<file path="config.mk">
export PLATFORM = sky130hd
export DESIGN_NAME = sc_gametick_scheduler_flat
export DESIGN_NICKNAME = d
export VERILOG_FILES = /design/src/rtl/sc_gametick_scheduler_if.sv /design/src/rtl/sc_gametick_scheduler.sv /design/src/flat_wrapper.sv
export SDC_FILE = /design/constraint.sdc
export NUM_CORES = 1
export LEC_CHECK = 0
export ABC_AREA = 1
export BUFFER_PORTS_ARGS = -buffer_cell sky130_fd_sc_hd__buf_2
export CAP_MARGIN = 20
export CORE_UTILIZATION = 40
export DETAILED_ROUTE_END_ITERATION = 8
export PLACE_DENSITY_LB_ADDON = 0.05
export SLEW_MARGIN = 10
export SYNTH_ARGS = -nofsm -noshare
export SYNTH_HDL_FRONTEND = slang
export SYNTH_SLANG_ARGS = --single-unit
</file>
<file path="constraint.sdc">
create_clock -name SC_GAMETICK_SCHEDULER_CLOCK_50 -period 1.72 [get_ports SC_GAMETICK_SCHEDULER_CLOCK_50]
set_input_delay 0.172 -clock SC_GAMETICK_SCHEDULER_CLOCK_50 [delete_from_list [all_inputs] [get_ports SC_GAMETICK_SCHEDULER_CLOCK_50]]
set_output_delay 0.172 -clock SC_GAMETICK_SCHEDULER_CLOCK_50 [all_outputs]
set_load 0.02 [all_outputs]
</file>
<file path="src/rtl/sc_gametick_scheduler_if.sv">
// ----------------------------------------------------------------------------
// sc_gametick_scheduler_if
//   Bundles the button/crash inputs and the strobe/status outputs of
//   sc_gametick_scheduler. Clock and reset stay plain module ports.
//
//   Signals
//     SC_GAMETICK_SCHEDULER_startButton_InLow  board -> sched  start button, active low
//     SC_GAMETICK_SCHEDULER_pause_InLow        board -> sched  pause level, active low
//     SC_GAMETICK_SCHEDULER_crash_InLow        board -> sched  crash indication, active low
//     SC_GAMETICK_SCHEDULER_T0_OutLow          sched -> board  shift strobe, 1-cycle low
//     SC_GAMETICK_SCHEDULER_level_Out          sched -> board  current level
//     SC_GAMETICK_SCHEDULER_running_Out        sched -> board  1 while in RUN
//     SC_GAMETICK_SCHEDULER_gameover_Out       sched -> board  1 while in OVER
//
//   Modports: master = board/bench side, slave = scheduler side.
// ----------------------------------------------------------------------------
interface sc_gametick_scheduler_if #(
  parameter int unsigned LEVEL_W = 2
);
  logic               SC_GAMETICK_SCHEDULER_startButton_InLow;
  logic               SC_GAMETICK_SCHEDULER_pause_InLow;
  logic               SC_GAMETICK_SCHEDULER_crash_InLow;
  logic               SC_GAMETICK_SCHEDULER_T0_OutLow;
  logic [LEVEL_W-1:0] SC_GAMETICK_SCHEDULER_level_Out;
  logic               SC_GAMETICK_SCHEDULER_running_Out;
  logic               SC_GAMETICK_SCHEDULER_gameover_Out;

  modport master (
    output SC_GAMETICK_SCHEDULER_startButton_InLow,
    output SC_GAMETICK_SCHEDULER_pause_InLow,
    output SC_GAMETICK_SCHEDULER_crash_InLow,
    input  SC_GAMETICK_SCHEDULER_T0_OutLow,
    input  SC_GAMETICK_SCHEDULER_level_Out,
    input  SC_GAMETICK_SCHEDULER_running_Out,
    input  SC_GAMETICK_SCHEDULER_gameover_Out
  );

  modport slave (
    input  SC_GAMETICK_SCHEDULER_startButton_InLow,
    input  SC_GAMETICK_SCHEDULER_pause_InLow,
    input  SC_GAMETICK_SCHEDULER_crash_InLow,
    output SC_GAMETICK_SCHEDULER_T0_OutLow,
    output SC_GAMETICK_SCHEDULER_level_Out,
    output SC_GAMETICK_SCHEDULER_running_Out,
    output SC_GAMETICK_SCHEDULER_gameover_Out
  );
endinterface

</file>
<file path="src/rtl/sc_gametick_scheduler.sv">
// ----------------------------------------------------------------------------
// sc_gametick_scheduler
//   Timebase for the background-scroll FSM: produces the active-low T0 shift
//   strobe every P = TICK_BASE >> level cycles and owns the game run state
//   (IDLE, RUN, PAUSE, OVER).
//
//   Ports
//     SC_GAMETICK_SCHEDULER_CLOCK_50     in  system clock
//     SC_GAMETICK_SCHEDULER_RESET_InHigh in  synchronous reset, active high
//     bus                                    sc_gametick_scheduler_if.slave
//                                            (start/pause/crash in,
//                                             T0/level/running/gameover out)
//
//   Build option
//     SC_GAMETICK_AUTOLEVEL_EN  defined: level rises every TICKS_PER_LEVEL
//                               strobes (saturating). Undefined: level fixed
//                               at 0, period fixed at TICK_BASE.
// ----------------------------------------------------------------------------
module sc_gametick_scheduler #(
  parameter int unsigned TICK_BASE       = 50000,
  parameter int unsigned COUNT_W         = 26,
  parameter int unsigned LEVEL_W         = 2,
  parameter int unsigned TICKS_PER_LEVEL = 16
) (
  input  logic                         SC_GAMETICK_SCHEDULER_CLOCK_50,
  input  logic                         SC_GAMETICK_SCHEDULER_RESET_InHigh,
  sc_gametick_scheduler_if.slave       bus
);

  if (TICKS_PER_LEVEL < 1 ||
      (TICK_BASE >> ((1 << LEVEL_W) - 1)) < 2) begin : g_param_chk
    $error("sc_gametick_scheduler: invalid TICK_BASE/LEVEL_W/TICKS_PER_LEVEL");
  end

  typedef enum logic [1:0] {
    S_IDLE  = 2'd0,
    S_RUN   = 2'd1,
    S_PAUSE = 2'd2,
    S_OVER  = 2'd3
  } state_t;

  localparam logic [COUNT_W-1:0] BASE = COUNT_W'(TICK_BASE);

  logic               clk, rst;
  state_t             state_q, state_d;
  logic [COUNT_W-1:0] cnt_q, cnt_d, period;
  logic               t0_q, t0_d;
  logic               running_q, gameover_q;
  logic               start_q, rst_hold_q;
  logic               start_fall, term, advance, clear;

  assign clk = SC_GAMETICK_SCHEDULER_CLOCK_50;
  assign rst = SC_GAMETICK_SCHEDULER_RESET_InHigh;

  // rst_hold_q masks the first cycle after reset so that a button already
  // held low across reset release is not taken as a fresh press.
  assign start_fall = start_q & ~bus.SC_GAMETICK_SCHEDULER_startButton_InLow
                      & ~rst_hold_q;

`ifdef SC_GAMETICK_AUTOLEVEL_EN
  localparam int unsigned TW = $clog2(TICKS_PER_LEVEL + 1);
  logic [LEVEL_W-1:0] level_q, level_d;
  logic [TW-1:0]      tick_q, tick_d;
  assign period = BASE >> level_q;
  assign bus.SC_GAMETICK_SCHEDULER_level_Out = level_q;
`else
  assign period = BASE;
  assign bus.SC_GAMETICK_SCHEDULER_level_Out = '0;
`endif

  assign term = (cnt_q == period - COUNT_W'(1));

  always_comb begin
    state_d = state_q;
    cnt_d   = cnt_q;
    t0_d    = 1'b1;
    advance = 1'b0;
    clear   = 1'b0;
`ifdef SC_GAMETICK_AUTOLEVEL_EN
    level_d = level_q;
    tick_d  = tick_q;
`endif
    case (state_q)
      S_IDLE: begin
        clear = 1'b1;
        if (start_fall) state_d = S_RUN;
      end
      S_RUN: begin
        if (!bus.SC_GAMETICK_SCHEDULER_crash_InLow)      state_d = S_OVER;
        else if (!bus.SC_GAMETICK_SCHEDULER_pause_InLow) state_d = S_PAUSE;
        else                                             advance = 1'b1;
      end
      S_PAUSE: begin
        // The release edge already counts, so a pause held for N cycles
        // delays the next strobe by exactly N cycles.
        if (!bus.SC_GAMETICK_SCHEDULER_crash_InLow) state_d = S_OVER;
        else if (bus.SC_GAMETICK_SCHEDULER_pause_InLow) begin
          state_d = S_RUN;
          advance = 1'b1;
        end
      end
      S_OVER: begin
        if (start_fall) begin
          state_d = S_RUN;
          clear   = 1'b1;
        end
      end
      default: begin
        state_d = S_IDLE;
        clear   = 1'b1;
      end
    endcase

    if (advance) begin
      if (term) begin
        cnt_d = '0;
        t0_d  = 1'b0;
`ifdef SC_GAMETICK_AUTOLEVEL_EN
        if (tick_q == TW'(TICKS_PER_LEVEL - 1)) begin
          tick_d = '0;
          if (level_q != '1) level_d = level_q + LEVEL_W'(1);
        end else begin
          tick_d = tick_q + TW'(1);
        end
`endif
      end else begin
        cnt_d = cnt_q + COUNT_W'(1);
      end
    end

    if (clear) begin
      cnt_d = '0;
`ifdef SC_GAMETICK_AUTOLEVEL_EN
      tick_d  = '0;
      level_d = '0;
`endif
    end
  end

  always_ff @(posedge clk) begin
    if (rst) begin
      state_q    <= S_IDLE;
      cnt_q      <= '0;
      t0_q       <= 1'b1;
      running_q  <= 1'b0;
      gameover_q <= 1'b0;
      start_q    <= 1'b1;
      rst_hold_q <= 1'b1;
`ifdef SC_GAMETICK_AUTOLEVEL_EN
      level_q    <= '0;
      tick_q     <= '0;
`endif
    end else begin
      state_q    <= state_d;
      cnt_q      <= cnt_d;
      t0_q       <= t0_d;
      running_q  <= (state_d == S_RUN);
      gameover_q <= (state_d == S_OVER);
      start_q    <= bus.SC_GAMETICK_SCHEDULER_startButton_InLow;
      rst_hold_q <= 1'b0;
`ifdef SC_GAMETICK_AUTOLEVEL_EN
      level_q    <= level_d;
      tick_q     <= tick_d;
`endif
    end
  end

  assign bus.SC_GAMETICK_SCHEDULER_T0_OutLow    = t0_q;
  assign bus.SC_GAMETICK_SCHEDULER_running_Out  = running_q;
  assign bus.SC_GAMETICK_SCHEDULER_gameover_Out = gameover_q;

endmodule

</file>
<file path="src/flat_wrapper.sv">
// flat-port wrapper written by rule: the top's interface ports become plain ports
module sc_gametick_scheduler_flat 
#(
  parameter int unsigned TICK_BASE       = 50000,
  parameter int unsigned COUNT_W         = 26,
  parameter int unsigned LEVEL_W         = 2,
  parameter int unsigned TICKS_PER_LEVEL = 16
)
  (SC_GAMETICK_SCHEDULER_CLOCK_50, SC_GAMETICK_SCHEDULER_RESET_InHigh, bus_SC_GAMETICK_SCHEDULER_startButton_InLow, bus_SC_GAMETICK_SCHEDULER_pause_InLow, bus_SC_GAMETICK_SCHEDULER_crash_InLow, bus_SC_GAMETICK_SCHEDULER_T0_OutLow, bus_SC_GAMETICK_SCHEDULER_level_Out, bus_SC_GAMETICK_SCHEDULER_running_Out, bus_SC_GAMETICK_SCHEDULER_gameover_Out);
  sc_gametick_scheduler_if #(.LEVEL_W(LEVEL_W)) bus_i ();
  input  logic SC_GAMETICK_SCHEDULER_CLOCK_50;
  input  logic SC_GAMETICK_SCHEDULER_RESET_InHigh;
  input wire logic [$bits(bus_i.SC_GAMETICK_SCHEDULER_startButton_InLow)-1:0] bus_SC_GAMETICK_SCHEDULER_startButton_InLow;
  input wire logic [$bits(bus_i.SC_GAMETICK_SCHEDULER_pause_InLow)-1:0] bus_SC_GAMETICK_SCHEDULER_pause_InLow;
  input wire logic [$bits(bus_i.SC_GAMETICK_SCHEDULER_crash_InLow)-1:0] bus_SC_GAMETICK_SCHEDULER_crash_InLow;
  output wire logic [$bits(bus_i.SC_GAMETICK_SCHEDULER_T0_OutLow)-1:0] bus_SC_GAMETICK_SCHEDULER_T0_OutLow;
  output wire logic [$bits(bus_i.SC_GAMETICK_SCHEDULER_level_Out)-1:0] bus_SC_GAMETICK_SCHEDULER_level_Out;
  output wire logic [$bits(bus_i.SC_GAMETICK_SCHEDULER_running_Out)-1:0] bus_SC_GAMETICK_SCHEDULER_running_Out;
  output wire logic [$bits(bus_i.SC_GAMETICK_SCHEDULER_gameover_Out)-1:0] bus_SC_GAMETICK_SCHEDULER_gameover_Out;
  assign bus_i.SC_GAMETICK_SCHEDULER_startButton_InLow = bus_SC_GAMETICK_SCHEDULER_startButton_InLow;
  assign bus_i.SC_GAMETICK_SCHEDULER_pause_InLow = bus_SC_GAMETICK_SCHEDULER_pause_InLow;
  assign bus_i.SC_GAMETICK_SCHEDULER_crash_InLow = bus_SC_GAMETICK_SCHEDULER_crash_InLow;
  assign bus_SC_GAMETICK_SCHEDULER_T0_OutLow = bus_i.SC_GAMETICK_SCHEDULER_T0_OutLow;
  assign bus_SC_GAMETICK_SCHEDULER_level_Out = bus_i.SC_GAMETICK_SCHEDULER_level_Out;
  assign bus_SC_GAMETICK_SCHEDULER_running_Out = bus_i.SC_GAMETICK_SCHEDULER_running_Out;
  assign bus_SC_GAMETICK_SCHEDULER_gameover_Out = bus_i.SC_GAMETICK_SCHEDULER_gameover_Out;
  sc_gametick_scheduler #(.TICK_BASE(TICK_BASE), .COUNT_W(COUNT_W), .LEVEL_W(LEVEL_W), .TICKS_PER_LEVEL(TICKS_PER_LEVEL)) u_core (.SC_GAMETICK_SCHEDULER_CLOCK_50(SC_GAMETICK_SCHEDULER_CLOCK_50), .SC_GAMETICK_SCHEDULER_RESET_InHigh(SC_GAMETICK_SCHEDULER_RESET_InHigh), .bus(bus_i));
endmodule
</file>
### Yosys cells after proc, flatten, opt, wreduce, memory -nomap -nowiden

Index checks and enable logic that the tools add are counted.

* register bits: 33
* input bits: 5
* output and inout port bits: 5
* logic and storage cells: 38

* bitwise logic cells: 5
* $add $sub $neg: 1
* reductions and logical operators: 5
* equality and inequality tests: 6
* multiplexer cells: 14

Operators by type and width (count)
* $add 26x1->26 const B: 1
* $eq 26x16->1 const B: 1
* $mux 26: 1
* $mux 2: 5
* $reduce_or 2->1: 4
* $eq 2x2->1 const B: 3
* $mux 1: 6
* $pmux 2 s3: 1
* $eq 2x1->1 const B: 2
* $not 1->1: 3
* $and 1x1->1: 2
* $logic_not 2->1: 1
* $pmux 1 s2: 1

### Longest topological paths before layout

Gate-level depths: netlist of the first run.

* word-level depth: 6
* gate-level depth with buffers: 11
* mapped depth without buffers: 11

### Least setup slack after synthesis of the first run

No wires, ideal clock.

* kind: register to register
* from: reg u_core.state_q[1]
* to: reg u_core.cnt_q[17]
* arrival time: 1.525 ns
* cell stages (with the launch flop): 12
* data required time: 1.603 ns
* setup time: 0.117 ns
* path buffers: 0
* setup slack: 0.078 ns
* clock period less this slack: 1.642 ns
* cell sequence: dfxtp_1 > inv_1 > ha_1 > inv_1 > nor2_8 > nand2_4 > nor2_4 > nand2_2 > nor2_1 > nand2_1 > nand2_1 > nor2_1

* word-level cells in the longest chain between the ends: 3
* elaborated cells on any way between the ends: 8
* classes of those cells: 3 x eq/ne; 2 x mux; 3 x reduce/logical

Ends and longest elaborated chain
* from (decl): line sc_gametick_scheduler.sv:45 `state_t state_q, state_d;`
* from (signal assigned): line sc_gametick_scheduler.sv:154 `state_q <= state_d;`
* $eq 2x2->1, or another cell as far along: line sc_gametick_scheduler.sv:83 `case (state_q)`
* $pmux 1 s2 / $reduce_or 2->1 (equally long branches)
* $reduce_or 2->1 (no source line) / $mux 1 (equally long branches)
* to (signal assigned): line sc_gametick_scheduler.sv:155 `cnt_q <= cnt_d;`
* to (decl): line sc_gametick_scheduler.sv:46 `logic [COUNT_W-1:0] cnt_q, cnt_d, period;`

Several ways; a longest one is shown, not always the timed one.
A chain may end at the register's enable or synchronous reset.

### Worst setup path in the final report of the first run

* from: reg u_core.state_q[0]
* to: reg u_core.cnt_q[17]

Same word-level chain as after synthesis.

==> summary.txt, run 1 <==
Clocking
  • CTS Hold Buffers Added: 0
  • Clock sinks: 33
  • CTS tree: yes
  • Clk_lat worst skew: 0.29 ns
  • Worst-path clk slew: 0.07 ns
  • Cts bufs inserted: 5
  • Clk root buf: clkbuf_8
  • CTS H-tree lvls: 2
  • CTS Buffer Depth: 2

Route
  • Drt first-iter violations: 113
  • Via count: 1721
  • Drt via density: 4.689
  • Routed WL per cell: 11.35 um
  • Total Wirelength: 4.165 mm
  • DR pass1 iterations: 4
  • # DRC: 0
  • Post-route ant nets: 0

Die
  • Ports: 10
  • Starting Density: 0.4240
  • Core ar.: 4414 um2
  • Die area: 4957 um2
  • Row count: 24
  • Die height: 70.41 um
  • Die width: 70.41 um

Final layout
  • Most common cell after layout, fill and taps aside: nand2_1
  • N_diodes: 0
  • Layout cell share with drive strength beyond 1: 0.1556
  • Fill count: 457
  • End-of-flow core utilization: 0.4977
  • Most frequent cells in the layout: 68 x nand2_1, 60 x nor2_1, 36 x inv_1
  • Area delta synth->final: 17.38%
  • Post-route cell area: 2197 um2
  • Final-stage net count: 324

Pwr
  • Psw: 738.2 uW
  • Peak VDD IR: 0.7364 mV
  • Int Pwr: 1373 uW
  • Sequential power share: 0.392
  • Power Dens Cells: 961.0 nW/um2
  • Sw frac: 0.3496
  • Clock power frac: 0.266
  • Leak: 0.0009019 uW
  • Gate power share: 0.342

Logic synthesis
  • Yosys cell types: 25
  • Leading area contributor after synthesis: dfxtp_1
  • EDFF count, synth: 0
  • Yosys reg bits: 33
  • Top-area cell type share of the netlist area: 0.3529
  • Area contributors post-synth: dfxtp_1 35%, nand2_1 14%, nor2_1 12%
  • Prevailing post-synth register cell: dfxtp_1
  • Mapped Cells: 285
  • Mean Syn Cell Area: 6.568 um2
  • Yosys Warn Count: 0
  • Post-synth ARST share: 0
  • Seq/Total Area, Yosys: 0.3529
  • Synthesized area: 1872 um2

Global route
  • Overflow after GRT: 0
  • Initial antenna violation count: 0
  • Gr usage total: 0.1877
  • Number of global-route vias before repair: 1578
  • First-pass GRT wire length: 7.196 mm
  • Largest net degree at the start of global routing: 13

STA
  • Final period utilization: 0.9181
  • Fmax achieved: 633.3 MHz
  • Slew Viols, Final: 0
  • Hold slack: 0.06777 ns
  • Min Tclk post-route: 1.579 ns
  • RSZ-0062 raised after global routing: yes
  • Worst Skew: 0.006708 ns
  • Hold Violations, Final: 0
  • Setup TNS: 0 ns
  • Final setup vio count: 0

Placed design
  • Post-Place Cell Area: 2031 um2
  • I/O Buffers: 7
  • DP HPWL: 3.254 mm
  • Gpl congestion: 0.8507

Worst setup path
  • Critical Path AT: 1.76 ns
  • Required time of the worst setup path: 1.90 ns
  • Crit end category: register
  • Kind of critical path: register to register
  • CP startpoint kind: register
  • Crit Path Max Fanout: 8
  • Critical path launch point: u_core.state_q[0]$_SDFF_PP0_
  • Reg2Reg Depth: 11
  • R2R Path Start: u_core.state_q[0]$_SDFF_PP0_

Hold path
  • Hold Crit Start: SC_GAMETICK_SCHEDULER_RESET_InHigh
  • WHS Path Cells: 1
  • Worst Hold Class: input pin to register

Job
  • Max-cap viol count: 0

Status
  • Status: finished, final reports clean
==> cell usage after synthesis, types with 2 or more instances <==
master    number
nand4_1        8
nor2_4         3
nand3b_1       3
o21ai_0        4
xor2_1         8
a21oi_1        6
nand3_1       24
nand2_1       68
ha_1           5
xnor2_1        3
buf_4          2
dfxtp_1       33
inv_1         38
nor2_1        62
nor3_1         5
nand2_2        4
==> worst paths after layout <==
path | slack, ns | endpoint
setup / recovery | 0.14 | u_core.cnt_q[17]$_SDFFE_PP0N_
hold / removal | 0.07 | u_core.rst_hold_q$_DFF_P_
setup reg to reg | 0.14 | u_core.cnt_q[17]$_SDFFE_PP0N_
hold reg to reg | 0.50 | u_core.cnt_q[10]$_SDFFE_PP0N_
==> stage by stage <==
| step | cells | power [uW] | worst slack [ns] |
|---|---|---|---|
| after floorplan | 286 | 1236 | 0.07765 |
| after global placement | 352 | 1456 | 0.06501 |
| after detailed placement | 352 | 1453 | 0.01566 |
| after CTS | 360 | 2023 | 0.0009419 |
| after global routing | 367 | 2254 | -0.009192 |
| final | 367 | 2111 | 0.1409 |
==> state kept, by name, indices dropped and copies added, names as in the netlist <==
name / count
u_core.cnt_q: 26
u_core.start_q: 1
u_core.bus.SC_GAMETICK_SCHEDULER_gameover_Out: 1
u_core.state_q: 2
u_core.bus.SC_GAMETICK_SCHEDULER_running_Out: 1
u_core.bus.SC_GAMETICK_SCHEDULER_T0_OutLow: 1
u_core.rst_hold_q: 1
==> per-layer routing <==
| layer | up-vias | global-route usage | part of all wire |
|---|---|---|---|
| met5 | - | 0 | 0 |
| li1 | 944 | - | - |
| met2 | 24 | 0.2772 | 0.41 |
| met4 | 0 | 0.09333 | 0.023 |
| met1 | 743 | 0.2569 | 0.54 |
| met3 | 10 | 0.03896 | 0.024 |
==> timing repair <==
item | 4_1_cts | 5_1_grt
setup buffers | 0 | 7
hold endpoints to repair | 0 | 0
resized for setup | 0 | 8
setup endpoints to repair | 0 | 21
==> logic make-up (layout without fill, tap and decap cells) <==
kind of cell,count (synthesis),count (layout),synth area share
AND/OR/NAND/NOR,180,180,0.4285
buffers and inverters,41,70,0.08690
flip-flops,33,33,0.3529
AO/OA/AOI/OAI,14,14,0.04479
XOR/XNOR,11,11,0.05147
adder cells (fa/ha/maj),5,5,0.03342
other,1,2,0.002003
==> power groups by stage <==
stage          registers [uW]  logic [uW]  clock network [uW]
2_1_floorplan             869         367                   0
3_3_place_gp              839         617                   0
3_5_place_dp              840         613                   0
4_1_cts                   823         616                 584
5_1_grt                   831         799                 624
6_report                  827         723                 562
==> area by class of cell <==
cell class	count	area (um2)	area share
multi-input combinational	212	1077	0.4903
sequential	33	663.1	0.3018
timing repair buffer	24	162.7	0.07403
inverter	38	146.4	0.06663
clock buffer	6	72.57	0.03303
tap	52	65.06	0.02961
clock inverter	2	10.01	0.004556
==> critical path, cell delays in order (launching register included) <==
cell and delay (ns):
dfxtp_2 0.32, inv_1 0.07, ha_4 0.27, inv_2 0.08, nor2_8 0.16, nand2_4 0.10
nor2_4 0.16, nand2_2 0.09, nor2_2 0.09, nand2_1 0.05, nand2_1 0.06, nor2_1 0.03
Power figures use the tool's default switching activity.
==> inputs of run 2 (changes only) <==
Settings changed: SETUP_SLACK_MARGIN set to 0.3.
==> run 2 against run 1 <==
Clock-buffer cell count decreased by 1. Via count is 6.4% higher. Sequential power increased by 2%. Utilization up 8.4 points. Flip-flop and latch count is the same. Register-to-register slack barely moved.
==> summary.txt, run 2 (synthesized netlist as in run 1, its figures left out) <==
Status
  • Status: finished, final reports clean

Die
  • Ports: 10
  • Row count: 24
  • Core ar.: 4414 um2
  • Die height: 70.41 um
  • Starting Density: 0.4240
  • Die width: 70.41 um
  • Die area: 4957 um2

Route
  • Drt via density: 4.870
  • Via count: 1831
  • Top Layer Used: met4
  • Metal3 WL: 168 um
  • Drt first-iter violations: 90
  • DR pass1 iterations: 4
  • # DRC: 0
  • WL met1: 2.331 mm
  • Routed WL per cell: 13.00 um
  • Total Wirelength: 4.887 mm
  • Post-route ant nets: 0
  • Met2 WL post-DR: 2.349 mm

Pwr
  • Int Pwr: 1664 uW
  • Clock power frac: 0.225
  • Leak: 0.001002 uW
  • Sw frac: 0.3764
  • Power Dens Cells: 1038 nW/um2
  • Psw: 1004 uW
  • Peak VDD IR: 0.8360 mV
  • Gate power share: 0.460
  • Sequential power share: 0.315

Clocking
  • Worst-path clk slew: 0.08 ns
  • Clk root buf: clkbuf_8
  • Clock sinks: 33
  • CTS tree: yes
  • CTS Hold Buffers Added: 0
  • CTS H-tree lvls: 2
  • Cts bufs inserted: 5
  • Clk_lat worst skew: 0.29 ns
  • CTS Buffer Depth: 2

Final layout
  • Post-route cell area: 2570 um2
  • Cell Count, Final, Fillers Out: 376
  • Regs by FF count: u_core.cnt_q (26), u_core.state_q (2)
  • Biggest register: u_core.cnt_q
  • Final-stage net count: 333
  • Most common cell after layout, fill and taps aside: nand2_1
  • N_diodes: 0
  • Area delta synth->final: 37.30%
  • Layout cell share with drive strength beyond 1: 0.3241
  • Max FFs per register: 26
  • Most frequent cells in the layout: 63 x nand2_1, 42 x nor2_1, 32 x inv_1

Worst setup path
  • Crit end category: register
  • Critical Path AT: 1.79 ns
  • Required time of the worst setup path: 1.94 ns
  • CP max-delay cell: dfxtp_2
  • Buf+Inv Stages, Crit Path: 5
  • Reg2Reg Depth: 8
  • Worst R2R End: u_core.cnt_q[7]$_SDFFE_PP0N_
  • R2R setup slack: 0.15 ns
  • Crit-path cells: inv_4 > ha_4 > inv_6 > buf_12 > a21oi_4 > clkinvlp_4 > buf_12 > nor3_1
  • Crit Path Max Fanout: 6
  • Crit path largest cell delay: 0.36 ns
  • Kind of critical path: register to register
  • R2R Path Start: u_core.state_q[0]$_SDFF_PP0_
  • CP most frequent cell: buf_12
  • Top delay family on crit path: buffers and inverters
  • CP startpoint kind: register

STA
  • Setup TNS: 0 ns
  • Worst Skew: 0.004396 ns
  • Hold Violations, Final: 0
  • RSZ-0062 raised after global routing: yes
  • Final period utilization: 0.9137
  • Final setup vio count: 0
  • Min Tclk post-route: 1.572 ns
  • Hold slack: 0.06735 ns
  • Fmax achieved: 636.3 MHz
  • Slew Viols, Final: 0

Placed design
  • DP HPWL: 3.270 mm
  • I/O Buffers: 7
  • Post-Place Cell Area: 2008 um2
  • Cell count after placement: 347
  • Gpl congestion: 0.8273

Hold path
  • WHS Path Cells: 1
  • Hold Crit Start: SC_GAMETICK_SCHEDULER_RESET_InHigh
  • Worst Hold Class: input pin to register
  • Hold Path Sink: u_core.rst_hold_q$_DFF_P_

Global route
  • Largest net degree at the start of global routing: 13
  • First-pass GRT wire length: 8.121 mm
  • Gr usage total: 0.2078
  • Initial antenna violation count: 0
  • Overflow after GRT: 0
  • Number of global-route vias before repair: 1818

Job
  • Max-cap viol count: 0
## run 2: cell types whose count changed in the layout (fill, tap and decap cells not counted), sizes merged
cell | previous run | this run
clkinvlp | 1 | 2
buf | 24 | 32
## run 2: layer usage
metal / track usage / vias up
met2: 0.3608 / 37
li1: - / 956
met5: 0 / -
met1: 0.2598 / 833
met4: 0.05111 / 0
met3: 0.04329 / 5
## run 2: area by class of cell
type,count,area [um2]
inverter,38,153.9
tap,52,65.06
clock buffer,5,68.82
sequential,33,665.6
timing repair buffer,33,291.5
clock inverter,3,17.52
multi-input combinational,212,1308
fill,422,1844
## run 2: through the flow
step           worst slack (ns)  power [uW]  utilization
2_1_floorplan            0.2156        1268            -
3_3_place_gp            0.09056        1423       0.4549
3_5_place_dp            0.06998        1422       0.4549
4_1_cts                  0.1908        2427       0.5346
5_1_grt                 0.07212        2786       0.5822
6_report                 0.1484        2668       0.5822
## run 2: power groups by stage
stage               sequential [uW]  clock (uW)  combinational, uW
floorplan                       876           0                392
global placement                856           0                567
detailed placement              857           0                565
CTS                             838         606                982
global route                    843         645               1300
finish                          841         599               1230
## run 2: worst max-delay path by stage
stage,start,to,slack (ns),depth (start not counted)
global placement,u_core.state_q[1]$_SDFF_PP0_,u_core.cnt_q[17]$_SDFFE_PP0N_,0.09,11
detailed placement,u_core.state_q[1]$_SDFF_PP0_,u_core.cnt_q[17]$_SDFFE_PP0N_,0.07,11
CTS,u_core.state_q[0]$_SDFF_PP0_,u_core.cnt_q[17]$_SDFFE_PP0N_,0.19,11
global route,u_core.state_q[0]$_SDFF_PP0_,u_core.cnt_q[19]$_SDFFE_PP0N_,0.07,10
finish,u_core.state_q[0]$_SDFF_PP0_,u_core.cnt_q[7]$_SDFFE_PP0N_,0.15,8
floorplan,u_core.state_q[1]$_SDFF_PP0_,u_core.cnt_q[17]$_SDFFE_PP0N_,0.22,11
## run 2: what timing repair did
action                     in CTS  in global routing
resized for setup              31                 41
setup endpoints to repair      26                 29
setup buffers                  16                  4
pin swaps                      16                 20
cloned                          0                  1
